<file path="src/rtl/flash_read_controller_if.sv">
// Request/response bundle between a requester and the serial-flash read controller.
// Latency: none, wires only.
// Backpressure: req_ready gates requests; data_valid/done are pulses with no backpressure.
interface flash_read_controller_if #(
  parameter int LengthBitWidth = 16
) ();
  logic                      req_valid;
  logic                      req_ready;
  logic [23:0]               req_address;
  logic [LengthBitWidth-1:0] req_length;
  logic                      data_valid;
  logic [7:0]                data_out;
  logic                      done;
  logic                      busy;

  // Requester side (boot / cache-fill logic)
  modport master (
    output req_valid, req_address, req_length,
    input  req_ready, data_valid, data_out, done, busy
  );

  // Controller side
  modport slave (
    input  req_valid, req_address, req_length,
    output req_ready, data_valid, data_out, done, busy
  );
endinterface

</file>
<file path="src/rtl/flash_read_controller.sv">
// SPI mode-0 master issuing READ (0x03) + 24-bit address, streaming N bytes back.
// Latency: byte k valid the cycle after edge T+80+16k (T = accept edge); done with the last byte.
// Backpressure: req_ready low while busy or deselecting; data_valid has none, consumer must keep up.
module flash_read_controller #(
  parameter int LengthBitWidth = 16,
  parameter int CsHighCycles   = 2
) (
  input  logic                    clk,
  input  logic                    rst_n,
  flash_read_controller_if.slave  bus,
  output logic                    spi_sclk,
  output logic                    spi_cs_n,
  output logic                    spi_mosi,
  input  logic                    spi_miso
);

  typedef enum logic [2:0] {
    IDLE,
    CMD,
    ADDR,
    DATA,
    DESEL
  } state_t;

  localparam logic [7:0]                ReadCmd  = 8'h03;
  localparam logic [3:0]                DselLast = 4'(CsHighCycles - 1);
  localparam logic [LengthBitWidth-1:0] LenOne   = LengthBitWidth'(1);

  state_t                    state_q, state_d;
  logic                      phase_q, phase_d;     // 0: sclk low half, 1: sclk high half
  logic [4:0]                bit_cnt_q, bit_cnt_d; // 0..31 over cmd+addr, 0..7 within a data byte
  logic [31:0]               sr_q, sr_d;           // outgoing command+address, MSB leaves first
  logic [7:0]                rx_q, rx_d;
  logic [LengthBitWidth-1:0] len_q, len_d;         // bytes still to receive
  logic [3:0]                dsel_q, dsel_d;
  logic                      ready_q, ready_d;
  logic                      busy_q, busy_d;
  logic                      dv_q, dv_d;
  logic [7:0]                dout_q, dout_d;
  logic                      done_q, done_d;
  logic                      sclk_q, sclk_d;
  logic                      cs_n_q, cs_n_d;
  logic                      mosi_q, mosi_d;

  // Next-state and next-output computation for the read sequencer
  always_comb begin
    state_d   = state_q;
    phase_d   = phase_q;
    bit_cnt_d = bit_cnt_q;
    sr_d      = sr_q;
    rx_d      = rx_q;
    len_d     = len_q;
    dsel_d    = dsel_q;
    ready_d   = ready_q;
    busy_d    = busy_q;
    dv_d      = 1'b0;
    dout_d    = dout_q;
    done_d    = 1'b0;
    sclk_d    = sclk_q;
    cs_n_d    = cs_n_q;
    mosi_d    = mosi_q;

    case (state_q)
      IDLE: begin
        if (bus.req_valid && ready_q) begin
          ready_d = 1'b0;
          busy_d  = 1'b1;
          if (bus.req_length == '0) begin
            // Empty request: complete immediately without touching the flash
            state_d = DESEL;
            dsel_d  = '0;
            done_d  = 1'b1;
          end else begin
            state_d   = CMD;
            len_d     = bus.req_length;
            sr_d      = {ReadCmd, bus.req_address};
            cs_n_d    = 1'b0;
            mosi_d    = ReadCmd[7];
            sclk_d    = 1'b0;
            phase_d   = 1'b0;
            bit_cnt_d = '0;
          end
        end
      end

      CMD, ADDR: begin
        if (!phase_q) begin
          sclk_d  = 1'b1;
          phase_d = 1'b1;
        end else begin
          // Falling sclk: present the next outgoing bit
          sclk_d    = 1'b0;
          phase_d   = 1'b0;
          sr_d      = {sr_q[30:0], 1'b0};
          mosi_d    = sr_q[30];
          bit_cnt_d = bit_cnt_q + 5'd1;
          if (bit_cnt_q == 5'd7) begin
            state_d = ADDR;
          end
          if (bit_cnt_q == 5'd31) begin
            state_d   = DATA;
            mosi_d    = 1'b0;
            bit_cnt_d = '0;
          end
        end
      end

      DATA: begin
        if (!phase_q) begin
          sclk_d  = 1'b1;
          phase_d = 1'b1;
        end else begin
          // Falling sclk: the flash bit has been stable through the high half
          sclk_d    = 1'b0;
          phase_d   = 1'b0;
          rx_d      = {rx_q[6:0], spi_miso};
          bit_cnt_d = bit_cnt_q + 5'd1;
          if (bit_cnt_q[2:0] == 3'd7) begin
            dv_d      = 1'b1;
            dout_d    = {rx_q[6:0], spi_miso};
            len_d     = len_q - LenOne;
            bit_cnt_d = '0;
            if (len_q == LenOne) begin
              done_d  = 1'b1;
              cs_n_d  = 1'b1;
              state_d = DESEL;
              dsel_d  = '0;
            end
          end
        end
      end

      DESEL: begin
        if (dsel_q == DselLast) begin
          state_d = IDLE;
          ready_d = 1'b1;
          busy_d  = 1'b0;
        end else begin
          dsel_d = dsel_q + 4'd1;
        end
      end

      default: begin
        state_d = DESEL;
        dsel_d  = '0;
        cs_n_d  = 1'b1;
        sclk_d  = 1'b0;
      end
    endcase
  end

  // State and output registers; reset drops cs_n/sclk at once and starts in deselect
  always_ff @(posedge clk or negedge rst_n) begin
    if (!rst_n) begin
      state_q   <= DESEL;
      phase_q   <= 1'b0;
      bit_cnt_q <= '0;
      sr_q      <= '0;
      rx_q      <= '0;
      len_q     <= '0;
      dsel_q    <= '0;
      ready_q   <= 1'b0;
      busy_q    <= 1'b0;
      dv_q      <= 1'b0;
      dout_q    <= '0;
      done_q    <= 1'b0;
      sclk_q    <= 1'b0;
      cs_n_q    <= 1'b1;
      mosi_q    <= 1'b0;
    end else begin
      state_q   <= state_d;
      phase_q   <= phase_d;
      bit_cnt_q <= bit_cnt_d;
      sr_q      <= sr_d;
      rx_q      <= rx_d;
      len_q     <= len_d;
      dsel_q    <= dsel_d;
      ready_q   <= ready_d;
      busy_q    <= busy_d;
      dv_q      <= dv_d;
      dout_q    <= dout_d;
      done_q    <= done_d;
      sclk_q    <= sclk_d;
      cs_n_q    <= cs_n_d;
      mosi_q    <= mosi_d;
    end
  end

  assign bus.req_ready  = ready_q;
  assign bus.busy       = busy_q;
  assign bus.data_valid = dv_q;
  assign bus.data_out   = dout_q;
  assign bus.done       = done_q;
  assign spi_sclk       = sclk_q;
  assign spi_cs_n       = cs_n_q;
  assign spi_mosi       = mosi_q;

endmodule

</file>
<file path="src/flat_wrapper.sv">
// flat-port wrapper written by rule: the top's interface ports become plain ports
module flash_read_controller_flat 
#(
  parameter int LengthBitWidth = 16,
  parameter int CsHighCycles   = 2
)
  (clk, rst_n, spi_sclk, spi_cs_n, spi_mosi, spi_miso, bus_req_valid, bus_req_address, bus_req_length, bus_req_ready, bus_data_valid, bus_data_out, bus_done, bus_busy);
  flash_read_controller_if #(.LengthBitWidth(LengthBitWidth)) bus_i ();
  input  logic clk;
  input  logic rst_n;
  output logic spi_sclk;
  output logic spi_cs_n;
  output logic spi_mosi;
  input  logic spi_miso;
  input wire logic [$bits(bus_i.req_valid)-1:0] bus_req_valid;
  input wire logic [$bits(bus_i.req_address)-1:0] bus_req_address;
  input wire logic [$bits(bus_i.req_length)-1:0] bus_req_length;
  output wire logic [$bits(bus_i.req_ready)-1:0] bus_req_ready;
  output wire logic [$bits(bus_i.data_valid)-1:0] bus_data_valid;
  output wire logic [$bits(bus_i.data_out)-1:0] bus_data_out;
  output wire logic [$bits(bus_i.done)-1:0] bus_done;
  output wire logic [$bits(bus_i.busy)-1:0] bus_busy;
  assign bus_i.req_valid = bus_req_valid;
  assign bus_i.req_address = bus_req_address;
  assign bus_i.req_length = bus_req_length;
  assign bus_req_ready = bus_i.req_ready;
  assign bus_data_valid = bus_i.data_valid;
  assign bus_data_out = bus_i.data_out;
  assign bus_done = bus_i.done;
  assign bus_busy = bus_i.busy;
  flash_read_controller #(.LengthBitWidth(LengthBitWidth), .CsHighCycles(CsHighCycles)) u_core (.clk(clk), .rst_n(rst_n), .bus(bus_i), .spi_sclk(spi_sclk), .spi_cs_n(spi_cs_n), .spi_mosi(spi_mosi), .spi_miso(spi_miso));
endmodule
</file>
<file path="config.mk">
export PLATFORM = sky130hd
export DESIGN_NAME = flash_read_controller_flat
export DESIGN_NICKNAME = d
export VERILOG_FILES = /design/src/rtl/flash_read_controller_if.sv /design/src/rtl/flash_read_controller.sv /design/src/flat_wrapper.sv
export SDC_FILE = /design/constraint.sdc
export NUM_CORES = 1
export LEC_CHECK = 0
export CAP_MARGIN = 20
export CORE_UTILIZATION = 45
export DETAILED_ROUTE_END_ITERATION = 10
export PLACE_DENSITY = 0.68
export SYNTH_ARGS = -nofsm -noshare
export SYNTH_HDL_FRONTEND = slang
export SYNTH_SLANG_ARGS = --single-unit
</file>
<file path="constraint.sdc">
create_clock -name clk -period 2.85 [get_ports clk]
set_input_delay 0.57 -clock clk [delete_from_list [all_inputs] [get_ports clk]]
set_output_delay 0.57 -clock clk [all_outputs]
set_load 0.01 [all_outputs]
</file>
# --- Word level (Yosys, flattened, before mapping) ---
# Cells that the tools add are included.
# W data, S select, Z words.
word_totals:
  ff_bits: 82
  latch_bits: 0
  ramBits: 0
  rom_bits: 0
  in_bits: 44
  output_inout_bits: 15
  elab_cells: 122
  n_memories: 0
classes:
  addsub: 3
  mul: 0
  div_mod_pow: 0
  magnitude_cmp: 0
  eq_ne: 19
  shifts: 0
  muxes: 60
  bitwise_logic: 3
  n_reduce_logical: 22
op_table:
  columns: ["op", "count"]
  rows:
  - ["$mux W31", 3]
  - ["$mux W16", 4]
  - ["$pmux W31 S2", 1]
  - ["$pmux W16 S2", 1]
  - ["$mux W5", 6]
  - ["$mux W3", 9]
  - ["$mux W4", 6]
  - ["$mux W1", 20]
  - ["$eq A16 B1 Y1 const B", 1]
  - ["$logic_not A16 Y1", 1]
  - ["$pmux W4 S4", 1]
  - ["$sub A16 B1 Y16 const B", 1]
  - ["$pmux W5 S3", 1]
  - ["$ne A2 B1 Y1 const B", 7]
  - ["$reduce_and A7 Y1", 2]
  - ["$pmux W3 S4", 1]
  - ["$reduce_and A3 Y1", 4]
  - ["$pmux W1 S2", 5]
  - ["$reduce_and A5 Y1", 2]
  - ["$reduce_bool A2 Y1", 4]
  - ["$eq A3 B2 Y1 const B", 2]
  - ["$eq A3 B3 Y1 const B", 2]
  - ["$pmux W1 S3", 2]
  - ["$reduce_and A6 Y1", 1]
  - ["16 further kinds", 20]

# --- Logic depth before layout (Yosys ltp) ---
# Gate-level depths: netlist of the first run.
depth:
  word_depth: 5
  depth_mapped: 8
  ltp_nobuf: 7

# --- Least setup slack after synthesis of the first run ---
# No wires, ideal clock.
synth_path:
  path_type: "flip-flop to flip-flop"
  from: "register u_core.len_q[4]"
  to: "register u_core.len_q[14]"
  setup_ns: 0.132
  arrival_ns: 2.014
  t_required_ns: 2.718
  setup_slack_ns: 0.704
  path_stages_with_launch: 8
  n_path_buf: 2
  period_less_slack_ns: 2.146
  cell_sequence: "dfrtp_1 buf_6 or4_4 buf_6 or4_4 o31a_1 o21ai_1 o21ai_1"
synth_via:
  elab_chain_cells: 4
synth_lines:
  columns: ["element", "line", "source"]
  rows:
  - ["start, declared", "flash_read_controller.sv:34", "logic [LengthBitWidth-1:0] len_q, len_d;"]
  - ["start signal, assigned", "flash_read_controller.sv:176", "len_q <= len_d;"]
  - ["$sub A16 B1 Y16", "flash_read_controller.sv:121", "len_d = len_q - LenOne;"]
  - ["$mux W16", "flash_read_controller.sv:118", "if (bit_cnt_q[2:0] == 3'd7) begin"]
  - ["$mux W16", "flash_read_controller.sv:109", "if (!phase_q) begin"]
  - ["$pmux W16 S2", "flash_read_controller.sv:63", "case (state_q)"]
# Every way passes these cells. The select of a mux whose other input is x is not followed.
# A chain may end at the register's enable or synchronous reset.

# --- Worst setup path after layout of the first run ---
layout_path:
  from: "input port bus_req_length[9]"
  to: "register u_core.dsel_q[2]"
layout_via:
  elab_chain_cells: 3
layout_lines:
  columns: ["element", "line", "source"]
  rows:
  - ["start, declared", "flat_wrapper.sv:17", "input wire logic [$bits(bus_i.req_length)-1:0] bus_req_length;"]
  - ["$logic_not A16 Y1", "flash_read_controller.sv:68", "if (bus.req_length == '0) begin"]
  - ["$ne A2 B1 Y1 (no source line)", null, null]
  - ["$reduce_and A7 Y1 (no source line)", null, null]
  - ["end signal, assigned", "flash_read_controller.sv:177", "dsel_q <= dsel_d;"]
  - ["end, declared", "flash_read_controller.sv:35", "logic [3:0] dsel_q, dsel_d;"]
# Every way passes these cells.

==> impl_metrics.ini, run 1 <==
[outcome]
status = finished, final reports clean

[critical_path]
path_class = input pin to register
worstPathRequired_ps = 3100
end_kind = register
worstPathArrival_ps = 2630
cp_max_fo = 5
start_kind = input pin

[global_routing]
grt_pass1_vias = 3218
antenna_found_initial = 0
grt.total_usage_pct = 20.3
grt_max_degree = 65
grt_pass1_wl_um = 15400
gr-total-overflow = 0

[place]
place.detailed.hpwl_um = 6140
place.gp.congestion = 0.808
dp_cells = 567
io_buffers = 58

[pwr]
power.density_mw_per_mm2 = 426
combPwrFrac_pct = 4.7
p_switching_w = 0.000485
pwr-share-clk_pct = 41.0
p_sw_share_pct = 22.6
intPower_w = 0.00166
p_seq_share_pct = 54.2
p_leak_nw = 2.26
ir_drop_uv = 293

[sta]
setup_tns_ps = 0
max_freq_mhz = 420
maxSlewViolCount = 0
period_needed_ps = 2380
fin_crit_sh_pct = 83.5
skew_ps = 10.5
hold_viol = 0
rsz0062_at_grt = no
relSlewSlack_pct = 61.5
tightest_slew_ps = 570
setup_viol = 0

[final_layout]
final_util_pct = 57.5
drive_gt1_share_pct = 10.9
stdcell_count = 583
antennaDiodeCount = 0
area_growth_pct = 23.3
final_cell_mix = dfrtp_1, nand2_1, clkdlybuf4s50_1
nets = 521
layout_commonest_cell = dfrtp_1

[clock_tree]
insertion_delay_ps = 350
clk_pin_slew_ps = 90
cts_setup_buffers = 0
cts_buffers = 9
h-tree-depth = 3
cts_resized = 0
cts_sinks = 82
postCtsHoldBufs = 0
cts_root_buf = clkbuf_8
clk_path_buf_depth = 2
cts_tree = yes

[floorplanning]
initial_core_util_pct = 46.6
io_pins = 59
placementRows = 34
die_y_um = 97.3
die_w_um = 97.3
dieArea_mm2 = 0.00946
core_area_mm2 = 0.00876

[routing]
wl_um = 8770
post_drt_wl_per_cell_um = 15.0
dr.pass1.iters = 5
routed-via-count = 3226
drt-initial-drc-count = 215
avgViaCountPerCell = 5.53
route.detailed.drc = 0
final_antenna_net_count = 0

[worst_hold_path]
hold_path.class = input pin to asynchronous set/reset pin

[yosys]
syn_area_mm2 = 0.00409
async_reset_ff_share_pct = 100
synth_area_leaders = dfrtp_1, o21ai_1, mux2i_1
yosysTopAreaCell = dfrtp_1
ys_warn_count = 0
ys.flop_type = dfrtp_1
synth_cell_types = 61
yosysTopAreaCellShare_pct = 49.0
synthesis.nets = 464
ys_seq_area_share_pct = 50.3
synth-edff-count = 0
synth_area_per_cell_um2 = 9.89
ys_seq_elements = 82
synth_cells = 413

[flow_run]
drv_cap = 0
per-layer routing:
layer	routed length (µm)	vias to the layer above	GRT usage, %
met5	0	-	0
met1	4160	1542	28.1
met2	4180	65	31.4
met4	127	0	8.37
li1	-	1607	-
met3	309	12	3.88
worst paths after layout:
path                                   start          endpoint  cells after the start  slack (ps)
max                        bus_req_length[9]  u_core.dsel_q[2]                      7         470
min                                    rst_n    u_core.sr_q[8]                      1         190
max reg2reg                  u_core.len_q[6]  u_core.dsel_q[2]                      5         610
min reg2reg                  u_core.sr_q[30]   u_core.sr_q[30]                      2         490
max in group asynchronous              rst_n    u_core.rx_q[3]                      2        2040
min in group clk             u_core.sr_q[30]   u_core.sr_q[30]                      2         490
cell families (layout without fill, tap and decap cells):
family	after synthesis	count (layout)	synth area share, %
flops	82	82	50.3
mux	40	40	10.3
fa+ha+maj	7	7	2.14
compound gates	114	114	16.7
buf+inv	30	92	3.12
xor+xnor	2	2	0.429
simple gates	138	138	17.0
final cells by class:
cell class / count / area, µm²
fill: 769 / 3730
multi-input combinational: 301 / 1910
clock inverter: 6 / 71.3
tap: 108 / 135
timing repair buffer: 69 / 698
sequential: 82 / 2050
clock buffer: 10 / 138
inverter: 7 / 26.3
critical path, stage by stage:
cell	delay [ps]
clkdlybuf4s50_1	420
nor4_1	510
nand4_1	250
buf_4	230
a21oi_1	130
nand3_1	190
a211o_1	330
synthesized netlist by cell type, drive strengths merged (2+ instances only):
library cell and instances:
dfstp 2, nand2 61, nand2b 2, o22ai 2, ha 7, nor2 19, clkbuf 21, buf 2
inv 7, mux2 16, mux2i 24, a21oi 19, o31ai 2, a22o 4, nor4 7, a211o 2
or3 5, or4 3, nor3b 2, dfrtp 80, nand3 11, or3b 2, nor2b 3, a31oi 2
a22oi 4, o21ai 66, o41ai 2, nand3b 3, nor3 10, nand4 2
power groups by stage:
stage	Combinational, W	Clock [W]	Sequential (W)
5_1_grt	0.000114	0.000951	0.00116
3_5_place_dp	0.000104	0	0.00119
4_1_cts	0.000105	0.000910	0.00116
2_1_floorplan	0.0000105	0	0.00119
3_3_place_gp	0.000103	0	0.00119
6_report	0.000102	0.000880	0.00116
registers in the layout (all words and copies together) (netlist names):
| register | flops |
|---|---|
| u_core.sr_q | 31 |
| u_core.len_q | 16 |
| u_core.bus.data_out | 8 |
| u_core.rx_q | 7 |
| u_core.bit_cnt_q | 5 |
| u_core.dsel_q | 4 |
| u_core.state_q | 3 |
| u_core.bus.busy | 1 |
| u_core.bus.data_valid | 1 |
| u_core.bus.done | 1 |
| u_core.bus.req_ready | 1 |
| u_core.phase_q | 1 |
| u_core.spi_cs_n | 1 |
| u_core.spi_mosi | 1 |
| u_core.spi_sclk | 1 |
metrics by stage:
stage | hold slack, ps | total power (W) | cell area, µm² | worst slack (ps)
floorplan | 274 | 0.00120 | 4090 | 704
global placement | 464 | 0.00129 | 4830 | 201
detailed placement | 475 | 0.00129 | 4830 | 192
CTS | 203 | 0.00218 | 5040 | 523
global route | 221 | 0.00223 | 5040 | 325
finish | 187 | 0.00215 | 5040 | 471
No activity file was read; power rests on OpenSTA's default activity.
==> inputs of run 2 (changes only) <==
PLACE_DENSITY = 0.71   (was 0.68)
clock period = 1.9 ns   (was 2.85 ns; I/O delays follow)
==> impl_metrics.ini, run 2 (synthesis gave the netlist of run 1 again) <==
[outcome]
status = finished with violations
failed_checks = setup timing

[critical_path]
r2r_slack_ps = -210
worstPathArrival_ps = 2350
critical_path_buf_inv_count = 1
rr_worst_depth = 6
worstPathRequired_ps = 2150
path_delay_family = simple AND/OR/NAND/NOR gates
critPathSlowestCell = or4_4
start_kind = register
path_class = register to register
worst_path_largest_cell_delay_ps = 590
cp_max_fo = 5
end_kind = register
crit_chain = or4_4 -> buf_6 -> nor4_4 -> a31o_1 -> nand3_2 -> mux2_4
cp.depth = 6

[final_layout]
final_cell_mix = dfrtp_1, buf_4, nand2_1
layout_commonest_cell = dfrtp_1
top_register = u_core.sr_q
final_util_pct = 65.8
antennaDiodeCount = 0
nFillCells = 691
multi_input_area_mm2 = 0.00212
area_growth_pct = 41.2
largest_reg_flops = 31
nets = 587
seqCellArea_mm2 = 0.00206
stdcell_count = 648
drive_gt1_share_pct = 27.4

[sta]
setup_viol = 14
rsz0062_at_grt = yes
maxSlewViolCount = 0
period_needed_ps = 2110
fin_crit_sh_pct = 111
max_freq_mhz = 475
setup_tns_ps = -1580
hold_viol = 0
relSlewSlack_pct = 74.1
tightest_slew_ps = 387
skew_ps = 10.6
fin_ws_ps = -205

[global_routing]
gr-total-overflow = 0
antenna_found_initial = 0
grt_max_degree = 39
grt_pass1_wl_um = 16700
grt.total_usage_pct = 21.9
grt_pass1_vias = 3548

[clock_tree]
cts_tree = yes
clk_path_buf_depth = 2
h-tree-depth = 3
cts_buffers = 9
insertion_delay_ps = 360
cts_sinks = 82
clk_pin_slew_ps = 90
cts_root_buf = clkbuf_8

[floorplanning]
dieArea_mm2 = 0.00946
die_w_um = 97.3
core_area_mm2 = 0.00876
io_pins = 59
initial_core_util_pct = 46.6
placementRows = 34
die_y_um = 97.3

[routing]
final_antenna_net_count = 0
post_drt_wl_per_cell_um = 15.6
drt-initial-drc-count = 241
wl_um = 10100
routed-via-count = 3518
dr.pass1.iters = 4
route.detailed.drc = 0
avgViaCountPerCell = 5.43

[place]
place.detailed.hpwl_um = 7120
place.gp.congestion = 0.827
dp_cells = 623
io_buffers = 58

[worst_hold_path]
hold_path.class = input pin to asynchronous set/reset pin

[pwr]
ir_drop_uv = 523
p_leak_nw = 2.65
power.density_mw_per_mm2 = 553

[flow_run]
drv_cap = 0
run 2: power by group:
group / internal, W / total (W) / switching (W)
Clock: 0.000604 / 0.00126 / 0.000652
Combinational: 0.000112 / 0.000188 / 0.0000752
Sequential: 0.00174 / 0.00175 / 0.000000665
run 2: layout make-up:
type / instances / share of cell area [%]
repair buffers: 135 / 21.4
multi-input cells: 301 / 36.8
clock inverters: 6 / 1.17
clock buffers: 9 / 2.15
well taps: 108 / 2.34
flip-flops and latches: 82 / 35.6
inverters: 7 / 0.455
run 2: final timing paths:
| kind | from | to |
|---|---|---|
| setup / recovery | u_core.len_q[6] | u_core.dsel_q[0] |
| hold / removal | rst_n | u_core.sr_q[15] |
| setup reg to reg | u_core.len_q[6] | u_core.dsel_q[0] |
| hold reg to reg | u_core.sr_q[1] | u_core.sr_q[1] |
| max in group asynchronous | rst_n | u_core.spi_cs_n |
| min in group clk | u_core.sr_q[1] | u_core.sr_q[1] |
run 2: through the flow:
step | setup WS [ps] | cell area (µm²) | power (W) | hold WS (ps)
2_1_floorplan | -206 | 4100 | 0.00180 | 84.4
3_3_place_gp | -312 | 5290 | 0.00195 | 292
3_5_place_dp | -335 | 5290 | 0.00196 | 304
4_1_cts | -209 | 5530 | 0.00322 | 447
5_1_grt | -223 | 5770 | 0.00332 | 491
6_report | -205 | 5770 | 0.00319 | 457
run 2: timing repair:
action	in CTS	in global routing
endpoints found under the hold margin	20	0
pin swaps	3	21
hold buffers	1	0
endpoints found under the setup margin	16	61
buffers inserted	2	7
gates resized for setup	6	39
run 2: layer usage:
| layer | GRT usage, % | up-vias | wire length [µm] |
|---|---|---|---|
| li1 | - | 1736 | - |
| met1 | 30.3 | 1698 | 4720 |
| met2 | 34.5 | 65 | 4840 |
| met3 | 4.39 | 19 | 353 |
| met4 | 7.69 | 0 | 197 |
| met5 | 0 | - | 0 |
